`src/rtl/irq_pend_ctrl.sv`:
```
// Interrupt front end: synchronises 8 request lines, latches them as pending, feeds an external
// 8-to-3 priority encoder and presents its code to the CPU as irq/vec with ack and timeout.
// Define IRQ_LEVEL_MODE_EN to make pending follow the synchronised request level instead.
module irq_pend_ctrl #(
  parameter int SYNC_STAGES = 2,
  parameter int ACK_TIMEOUT = 15
) (
  input  logic       clk,
  input  logic       rst_n,
  input  logic [7:0] req,
  input  logic [7:0] mask,
  output logic [7:0] enc_d,
  output logic       enc_dis,
  input  logic [2:0] enc_code,
  output logic       irq,
  output logic [2:0] vec,
  input  logic       ack,
  output logic       timeout
);

  typedef enum logic [1:0] {
    IDLE   = 2'd0,
    ASSERT = 2'd1,
    GAP    = 2'd2
  } state_e;

  localparam logic [7:0] CNT_LAST = 8'(ACK_TIMEOUT - 1);

  logic [SYNC_STAGES-1:0][7:0] sync_q, sync_d;
  logic [7:0]                  req_lvl;
  logic [7:0]                  pend;

  state_e     state_q, state_d;
  logic       irq_q, irq_d;
  logic [2:0] vec_q, vec_d;
  logic [7:0] cnt_q, cnt_d;
  logic       timeout_q, timeout_d;

  // Stage 0 captures the raw asynchronous line; the last stage is the usable level.
  assign sync_d  = {sync_q[SYNC_STAGES-2:0], req};
  assign req_lvl = sync_q[SYNC_STAGES-1];

  always_ff @(posedge clk or negedge rst_n) begin
    if (!rst_n) begin
      // NOTE: every flop here is state, so all use non-blocking assignment and all are reset,
      // including the synchroniser stages, so a reset never manufactures a spurious edge.
      sync_q <= '0;
    end else begin
      sync_q <= sync_d;
    end
  end

`ifndef IRQ_LEVEL_MODE_EN
  logic [7:0] lvl_prev_q;
  logic [7:0] req_edge;
  logic [7:0] pend_q, pend_d;
  logic [7:0] pend_clr;

  assign req_edge = req_lvl & ~lvl_prev_q;

  // Only an acknowledged vector clears its bit; a fresh edge in the same cycle wins.
  always_comb begin
    pend_clr = '0;
    if (state_q == ASSERT && ack) begin
      pend_clr = 8'd1 << vec_q;
    end
    pend_d = (pend_q & ~pend_clr) | req_edge;
  end

  always_ff @(posedge clk or negedge rst_n) begin
    if (!rst_n) begin
      lvl_prev_q <= '0;
      pend_q     <= '0;
    end else begin
      lvl_prev_q <= req_lvl;
      pend_q     <= pend_d;
    end
  end

  assign pend = pend_q;
`else
  assign pend = req_lvl;
`endif

  assign enc_d   = pend & ~mask;
  assign enc_dis = (enc_d == 8'd0) || (state_q != IDLE);

  always_comb begin
    // NOTE: every output of this block gets a default first, so no path leaves one unassigned
    // and no latch is inferred.
    state_d   = state_q;
    irq_d     = irq_q;
    vec_d     = vec_q;
    cnt_d     = cnt_q;
    timeout_d = 1'b0;
    unique case (state_q)
      IDLE: begin
        if (enc_d != 8'd0) begin
          vec_d   = enc_code;
          irq_d   = 1'b1;
          cnt_d   = '0;
          state_d = ASSERT;
        end
      end
      ASSERT: begin
        // An ack in the expiry cycle takes precedence over the timeout.
        if (ack) begin
          irq_d   = 1'b0;
          state_d = GAP;
        end else if (cnt_q == CNT_LAST) begin
          irq_d     = 1'b0;
          timeout_d = 1'b1;
          state_d   = GAP;
        end else begin
          cnt_d = cnt_q + 8'd1;
        end
      end
      GAP: begin
        state_d = IDLE;
      end
      default: begin
        irq_d   = 1'b0;
        state_d = IDLE;
      end
    endcase
  end

  always_ff @(posedge clk or negedge rst_n) begin
    if (!rst_n) begin
      state_q   <= IDLE;
      irq_q     <= 1'b0;
      vec_q     <= '0;
      cnt_q     <= '0;
      timeout_q <= 1'b0;
    end else begin
      state_q   <= state_d;
      irq_q     <= irq_d;
      vec_q     <= vec_d;
      cnt_q     <= cnt_d;
      timeout_q <= timeout_d;
    end
  end

  assign irq     = irq_q;
  assign vec     = vec_q;
  assign timeout = timeout_q;

endmodule

```
`config.mk`:
```
export PLATFORM = sky130hd
export DESIGN_NAME = irq_pend_ctrl
export DESIGN_NICKNAME = d
export VERILOG_FILES = /design/src/rtl/irq_pend_ctrl.sv
export SDC_FILE = /design/constraint.sdc
export NUM_CORES = 1
export LEC_CHECK = 0
export CAP_MARGIN = 20
export CORE_MARGIN = 1.5
export CORE_UTILIZATION = 45
export CTS_CLUSTER_DIAMETER = 40
export CTS_CLUSTER_SIZE = 40
export DETAILED_ROUTE_END_ITERATION = 6
export GPL_ROUTABILITY_DRIVEN = 0
export GPL_TIMING_DRIVEN = 0
export HOLD_SLACK_MARGIN = 0.15
export PLACE_DENSITY = 0.75
export SETUP_SLACK_MARGIN = 0.3
export SLEW_MARGIN = 20
export SYNTH_ARGS = -nofsm -noshare
export SYNTH_HDL_FRONTEND = slang
export SYNTH_SLANG_ARGS = --single-unit
```
`constraint.sdc`:
```
create_clock -name clk -period 2.15 [get_ports clk]
set_clock_uncertainty 0.15 [all_clocks]
set_input_delay 0.3225 -clock clk [delete_from_list [all_inputs] [get_ports clk]]
set_output_delay 0.3225 -clock clk [all_outputs]
set_load 0.01 [all_outputs]
```
---- After elaboration in Yosys (flattened, before gate mapping) ----
Index checks and enable logic that the tools add are counted.
operators by class
  bitwise gates (word level) .............. 8
  add/subtract/negate cells ............... 1
  equality and inequality tests ........... 7
  multiplexer cells ....................... 16
  multiply operators ...................... 0
  reductions and logical operators ........ 11
  shift operators ......................... 1
  $lt $le $gt $ge ......................... 0
  divide/modulo/power cells ............... 0
operators with widths
  cell                   count
  $mux W8                4
  $and A8 B8 Y8          3
  $not A8 Y8             3
  $pmux W8 S2            1
  $add A8 B1 Y8 const B  1
  $eq A8 B4 Y1 const B   1
  $logic_not A8 Y1       1
  $or A8 B8 Y8           1
  $reduce_bool A8 Y1     1
  $shl A1 B3 Y8 const A  1
  $mux W1                6
  $mux W2                3
  $ne A2 B2 Y1 const B   3
  $pmux W2 S2            1
  $reduce_and A2 Y1      2
  $reduce_and A4 Y1      1
  $reduce_bool A2 Y1     2
  $ne A3 B2 Y1 const B   1
  $pmux W1 S3            1
  $reduce_and A3 Y1      1
  $eq A2 B1 Y1 const B   1
  $eq A2 B2 Y1 const B   1
  $logic_not A2 Y1       1
  $logic_and A1 B1 Y1    1
  other kinds (2)        2
storage, ports and cells
  bits in latches ......................... 0
  memory bits (writable) .................. 0
  flip-flop bits (word level) ............. 47
  memories kept ........................... 0
  word-level logic and storage cells ...... 53
  bits in read-only memories .............. 0

---- Longest topological paths before layout ----
Gate-level depths: netlist of the first run.
  depth after elaboration ................. 6
  depth in mapped cells ................... 6
  depth with buffers taken out ............ 5

---- Least setup slack after synthesis of the first run ----
OpenSTA, ideal clock, no wires.
  kind .................................... register to output
  start point ............................. register pend_q[6], in the netlist pend[6]
  end point ............................... output port enc_dis
  data required time ...................... 1.678 ns
  slack ................................... 0.219 ns
  cell stages (with the launch flop) ...... 6
  arrival time ............................ 1.459 ns
  path through ............................ dfrtp_1 > nor2b_1 > nor4_1 > a211oi_1 > buf_2 > inv_1
on the way
  cells in the longest elaborated chain, start to end .. 3
RTL lines
  item                      RTL line  source
  start: declaration        56        logic [7:0] pend_q, pend_d;
  start signal: assignment  76        pend_q <= pend_d;
  $and A8 B8 Y8             85        assign enc_d = pend & ~mask;
  named net enc_d[6]        12        output logic [7:0] enc_d,
  $logic_not A8 Y1          86        assign enc_dis = (enc_d == 8'd0) || (state_q != IDLE);
  $logic_or A1 B1 Y1        86
  end: declaration          13        output logic enc_dis,
The timed path passes the listed nets, and every way through them passes these cells.

---- Worst setup path in the final report of the first run ----
  start point ............................. register pend_q[5], in the netlist pend[5]
  end point ............................... output port enc_dis
on the way
  cells in the longest elaborated chain, start to end .. 3
RTL lines
  item                RTL line
  $and A8 B8 Y8       85
  $logic_not A8 Y1    86
  $logic_or A1 B1 Y1  86
Every way passes these cells.

==> metrics, run 1 <==
outcome finished clean; cell area power density 1050 nW/um^2; cell accounting for the most synthesized area sky130_fd_sc_hd__dfrtp_1; type of the tightest min-delay check reg2reg; critical path class reg2out; area added between synthesis and finish 40.1%; Final setup violation count 0; Wirelength per Cell 14.3 um; H-Tree Level Count 2; maximum capacitance violations 0; part of the Yosys area used for sequential elements 67.0%; chip width 65.5 um; vias after detailed routing 1,226; total wire length 3520 um; clock tree from TritonCTS yes; non-filler instance count after layout 245; maximum vdd drop 535 uV; FMAX 502 MHz; critical-path cell with the highest stage delay sky130_fd_sc_hd__dfrtp_1; Max Buffers Root-to-Sink 2; Slowest Stage Delay on Critical Path 0.40 ns; max-slew headroom at the worst pin 70.7%; all-layer global routing usage 17.8%; wire length of the first global-routing pass 5700 um; initial detailed-routing violation count 40; leading cell types by count after synthesis 47 x sky130_fd_sc_hd__dfrtp_1, 19 x sky130_fd_sc_hd__o21ai_0, 11 x sky130_fd_sc_hd__nand2_1; clk_lat worst skew 0.29 ns; Net Count, Synth 168; Initial Util 47.3%; fill cell count 282; number of top-level design ports 36; number of placed cells counting well taps 228; FP Rows 22; Die Outline Area 4290 um^2; final period demand of the worst path 1.99 ns; leak pwr 1.13 nW; synthesized instance count 144; ordered cell list for the critical path nor2b_4 -> nor4_4 -> a211oi_2 -> buf_4 -> inv_2 -> buf_6; combined area of the multi-input logic cells 628 um^2; via count of the first global-routing pass 1,275; EDFF count, synth 0; Arrival @ worst endpoint 1.52 ns; antenna violation net count after detailed routing 0; critical path required time 1.68 ns; setup repair after global routing missed its margin true; total buffers and inverters traversed by the critical path 3; mean post-synth cell area 12.2 um^2; Max FO, Critical Path 2; number of CTS-inserted buffers 5; total area of sequential cells 1180 um^2; Diodes inserted 0; number of synthesized register bits 47; number of warning messages in the yosys log 0; final standard cell area without fillers 2460 um^2; post-detailed-route DRC marker count 0; kind of end point of the critical path output pin; CP Launch Type register; gate family responsible for the most delay along the worst path simple AND/OR/NAND/NOR gates; post-DR vias/cell 5.00; total clock sinks 47; fraction of layout instances using a drive strength above 1 21.3%; commonest register cell after synthesis sky130_fd_sc_hd__dfrtp_1; final worst setup slack 0.157 ns; GR Overflow Total 0; count of distinct cell types in the synthesized netlist 31; Post-synth ARST share 100%; I/O Buffers 35; die height 65.5 um; share of the clock period used by the worst path 92.7%; Syn Std Cell Area 1760 um^2; first-pass iteration count of the detailed router 4; initial antenna violation count 0; maximum number of pins on one net before global-route repair 33; cell types with the largest area share after synthesis sky130_fd_sc_hd__dfrtp_1 67%, sky130_fd_sc_hd__o21ai_0 5.4%, sky130_fd_sc_hd__nor2b_1 3.2%, sky130_fd_sc_hd__nand2_1 2.4%, sky130_fd_sc_hd__inv_1 2.1%; placed instance area 2190 um^2; Clock Root Buffer sky130_fd_sc_hd__clkbuf_8; number of hold violations in the final report 0; post-synth top area share 67.0%; Final Core Density 66.2%; number of nets in the finished design 220; most frequently used cell type in the post-synthesis netlist sky130_fd_sc_hd__dfrtp_1; Least-Margin Pin Slew 0.439 ns; Post-Place Worst Slack -0.603 ns; Clock transition at path regs 0.09 ns; max-slew violation count 0; detailed-placement wirelength estimate 2460 um; core outline area 3720 um^2
-- worst paths after layout --
path | slack, ns | end | startpoint | depth (start not counted)
max | 0.16 | enc_dis | pend[5] | 6
min | 0.20 | req_lvl[7] | sync_d[15] | 0
max reg2reg | 0.37 | cnt_q[6] | state_q[1] | 4
min reg2reg | 0.20 | req_lvl[7] | sync_d[15] | 0
max in group asynchronous | 1.01 | vec[1] | rst_n | 3
min in group asynchronous | 0.33 | sync_d[15] | rst_n | 2
-- logic make-up after synthesis --
group,share of synthesized area (%)
XOR/XNOR,0.499
AND/OR/NAND/NOR,15.7
flip-flops,67.0
adder cells (fa/ha/maj),1.42
multiplexers,1.92
buffers and inverters,2.64
AO/OA/AOI/OAI,10.9
-- cell type report --
| class | instances | share of cell area, % |
|---|---|---|
| plain buffers | 2 | 0.508 |
| clock buffers | 5 | 2.80 |
| clock inverters | 3 | 1.78 |
| inverters | 10 | 1.53 |
| multi-input cells | 85 | 25.5 |
| flip-flops and latches | 47 | 47.9 |
| well taps | 48 | 2.44 |
| repair buffers | 45 | 17.5 |
-- per-stage QoR --
stage               total power, mW  hold slack [ns]  TNS (ns)
finish                         2.59            0.204         0
global route                   2.74            0.209         0
CTS                            2.53            0.205         0
detailed placement             1.81            0.111    -0.797
global placement               1.77            0.183    -25.99
floorplan                      1.48           -0.123         0
-- per-layer routing --
| layer | wire (um) | track usage [%] | vias up |
|---|---|---|---|
| met5 | 0 | 0 | - |
| met4 | 60 | 8.07 | 0 |
| met3 | 200 | 5.31 | 8 |
| met2 | 1760 | 29.1 | 48 |
| met1 | 1500 | 21.8 | 576 |
| li1 | - | - | 594 |
-- registers in the layout, indices dropped and copies added (netlist names) --
name        count
cnt_q           8
state_q         2
timeout         1
pend            8
vec             3
irq             1
lvl_prev_q      8
sync_d          8
req_lvl         8
-- what timing repair did --
action,in CTS,in global routing
endpoints found under the hold margin,47,0
setup buffers,3,5
gates resized for setup,37,10
hold buffers,1,0
endpoints found under the setup margin,13,8
pin swaps,4,4
-- power breakdown --
group	internal (mW)	leakage [nW]	switching (mW)	total (mW)
Clock	0.346	0.0581	0.282	0.628
Sequential	1.03	0.546	0.127	1.15
Combinational	0.452	0.530	0.357	0.809
Total	1.82	1.13	0.766	2.59
-- cells in the final DEF (no fill, tap or decap), types with 2 or more instances in the layout --
| cell type | netlist | layout |
|---|---|---|
| sky130_fd_sc_hd__buf_6 | 0 | 2 |
| sky130_fd_sc_hd__dlygate4sd2_1 | 0 | 13 |
| sky130_fd_sc_hd__nor2b_4 | 0 | 6 |
| sky130_fd_sc_hd__dfrtp_1 | 47 | 45 |
| sky130_fd_sc_hd__nand3_1 | 6 | 6 |
| sky130_fd_sc_hd__o21ai_0 | 19 | 19 |
| sky130_fd_sc_hd__nor2_1 | 4 | 4 |
| sky130_fd_sc_hd__mux2_2 | 3 | 3 |
| sky130_fd_sc_hd__clkbuf_8 | 0 | 5 |
| sky130_fd_sc_hd__nor3_1 | 2 | 2 |
| sky130_fd_sc_hd__inv_1 | 10 | 9 |
| sky130_fd_sc_hd__dfrtp_2 | 0 | 2 |
| sky130_fd_sc_hd__nand2b_1 | 6 | 6 |
| sky130_fd_sc_hd__nor4_4 | 0 | 2 |
| sky130_fd_sc_hd__nor2b_2 | 0 | 2 |
| sky130_fd_sc_hd__a21o_1 | 2 | 2 |
| sky130_fd_sc_hd__dlymetal6s2s_1 | 0 | 3 |
| sky130_fd_sc_hd__ha_1 | 2 | 2 |
| sky130_fd_sc_hd__o31ai_1 | 2 | 2 |
| sky130_fd_sc_hd__and2_1 | 2 | 2 |
| sky130_fd_sc_hd__o21bai_1 | 2 | 2 |
| sky130_fd_sc_hd__buf_4 | 0 | 8 |
| sky130_fd_sc_hd__nand2_1 | 11 | 11 |
| sky130_fd_sc_hd__clkdlybuf4s50_1 | 0 | 17 |
No activity file was read; power rests on OpenSTA's default activity.
==> run 2, diff against run 1 <==
Settings changed: ABC_AREA from default to 0, PLACE_DENSITY 0.75 to 0.71.
==> run 2 against run 1 <==
Against the previous run: via count increased by 1.2%; core utilization decreased by 1.0 points; worst hold slack about the same; routed wire length decreased by 1.1%; final cell count decreased by 0.82%; global-route usage increased by 0.75 points; first-iteration DRC count increased by 48%; critical endpoint unchanged.
==> metrics, run 2 (synthesized netlist as in run 1, its figures left out) <==
H-Tree Level Count 2 (unchanged); number of hold violations in the final report 0 (unchanged); maximum vdd drop 608 uV (+14%); post-DR vias/cell 5.11 (+2.1%); number of top-level design ports 36 (unchanged); Slowest Stage Delay on Critical Path 0.42 ns (+0.02 ns); switching share of power 30.2% (+0.67 points); wire length of the first global-routing pass 5910 um (+3.6%); number of CTS-inserted buffers 5 (unchanged); outcome finished clean; Max FO, Critical Path 2 (unchanged); most used cells in the layout excluding fill and tap cells 45 x sky130_fd_sc_hd__dfrtp_1, 21 x sky130_fd_sc_hd__clkdlybuf4s50_1, 19 x sky130_fd_sc_hd__o21ai_0; Clock transition at path regs 0.08 ns (about the same); total wire length 3480 um (-1.1%); Arrival @ worst endpoint 1.58 ns (+0.06 ns); via count of the first global-routing pass 1,277 (+0.16%); GR Overflow Total 0 (unchanged); final standard cell area without fillers 2420 um^2 (-1.6%); FP Rows 22 (unchanged); vias after detailed routing 1,241 (+1.2%); placed instance area 2190 um^2 (unchanged); relative contribution of combinational cells to total power 29.9% (-1.3 points); detailed-placement wirelength estimate 2330 um (-5.3%); HP Start sync_d[8]; clock tree from TritonCTS yes; I/O Buffers 35 (unchanged); share of the clock period used by the worst path 95.5% (+2.8 points); critical path class in2out; critical-path cell with the highest stage delay sky130_fd_sc_hd__clkdlybuf4s50_1; area added between synthesis and finish 37.9%; antenna violation net count after detailed routing 0 (unchanged); final period demand of the worst path 2.05 ns (+0.0597 ns); clk_lat worst skew 0.30 ns (about the same); initial antenna violation count 0 (unchanged); beginning of the critical path mask[4]; CP Launch Type input pin; Diodes inserted 0 (unchanged); most common library cell in the layout ignoring fill and taps sky130_fd_sc_hd__dfrtp_1; sum of negative setup slack 0 ns (unchanged); setup repair after global routing missed its margin true; maximum number of pins on one net before global-route repair 36 (+9.1%); Clock Root Buffer sky130_fd_sc_hd__clkbuf_8; combined area of the multi-input logic cells 607 um^2 (-3.4%); first-pass iteration count of the detailed router 4 (unchanged); FMAX 487 MHz (-2.9%); Least-Margin Pin Slew 0.314 ns (-0.125 ns); leak pwr 1.08 nW (-4.9%); initial detailed-routing violation count 59 (+48%); Final Core Density 65.2% (-1.0 points); fraction of layout instances using a drive strength above 1 20.5% (-0.81 points); clock share of power 25.3% (+1.1 points); final worst setup slack 0.0970 ns (-0.0597 ns); Post-Place Worst Slack -0.605 ns (-0.00144 ns); Final Power 2.57 mW (-0.73%); Wirelength per Cell 14.3 um (-0.32%); Final setup violation count 0 (unchanged); type of the tightest min-delay check reg2reg; Max Buffers Root-to-Sink 2 (unchanged); Die Outline Area 4290 um^2 (unchanged); total clock sinks 47 (unchanged); portion of total power attributed to sequential cells 44.8% (+0.3 points); maximum capacitance violations 0 (unchanged); post-detailed-route DRC marker count 0 (unchanged); R2R Path Start state_q[1]; switching pwr 0.777 mW (+1.5%); Initial Util 47.3% (unchanged); number of nets in the finished design 218 (-0.91%); chip width 65.5 um (unchanged); cell area power density 1060 nW/um^2 (+0.86%); total area of sequential cells 1180 um^2 (unchanged); max-slew violation count 0 (unchanged); kind of end point of the critical path output pin; max-slew headroom at the worst pin 79.1% (+8.4 points); critical path required time 1.68 ns (about the same); ordered cell list for the critical path clkdlybuf4s50_1 -> nor2b_2 -> nor4_4 -> a211oi_2 -> buf_4 -> inv_2 -> buf_6; die height 65.5 um (unchanged); fill cell count 285 (+1.1%); cell-internal power 1.79 mW (-1.7%); core outline area 3720 um^2 (unchanged); all-layer global routing usage 18.6% (+0.75 points)
run 2: final timing paths:
| path | depth (start not counted) | slack [ns] | endpoint |
|---|---|---|---|
| setup / recovery | 7 | 0.1 | enc_dis |
| hold / removal | 0 | 0.20 | req_lvl[0] |
| setup reg to reg | 4 | 0.38 | cnt_q[6] |
| hold reg to reg | 0 | 0.20 | req_lvl[0] |
| max in group asynchronous | 3 | 1.09 | cnt_q[2] |
| min in group asynchronous | 2 | 0.28 | pend[6] |
run 2: worst max-delay path: cells and delay by family:
kind | cells | cell delay [ns]
simple gates | 2 | 0.28
buf+inv | 4 | 0.72
compound gates | 1 | 0.26
run 2: per-stage QoR:
step	std cells	hold WS (ns)
CTS	242	0.208
global route	243	0.211
floorplan	144	-0.123
finish	243	0.204
global placement	227	0.183
detailed placement	228	0.0854
run 2: layer usage:
metal	global-route usage [%]	share of wire, %
met5	0	0
met4	5.47	1.4
met3	5.65	3.7
met2	32.3	52
met1	22.2	43
run 2: timing repair:
item                                    CTS  global route
pin swaps                                 5             1
hold buffers                              1             0
buffers inserted                          5             1
resized for setup                        35             3
endpoints found under the hold margin    47             0
endpoints found under the setup margin   14             9
run 2: power groups by stage:
stage	Combinational (mW)	Clock [mW]	Sequential (mW)
finish	0.768	0.651	1.15
global route	0.828	0.712	1.17
CTS	0.760	0.666	1.15
detailed placement	0.641	0	1.17
global placement	0.622	0	1.16
floorplan	0.334	0	1.14
run 2: final cells by class:
cell class	instances	area share (%)
sequential	47	48.7
multi-input combinational	85	25.1
timing repair buffer	43	16.9
clock buffer	5	2.84
tap	48	2.48
clock inverter	3	1.96
inverter	10	1.55
buffer	2	0.517
==> run 3, diff against run 2 <==
Settings changed: CAP_MARGIN 20 to 5.
==> results of run 3 <==
Final layout, timing and power as in run 2 (identical DEF).
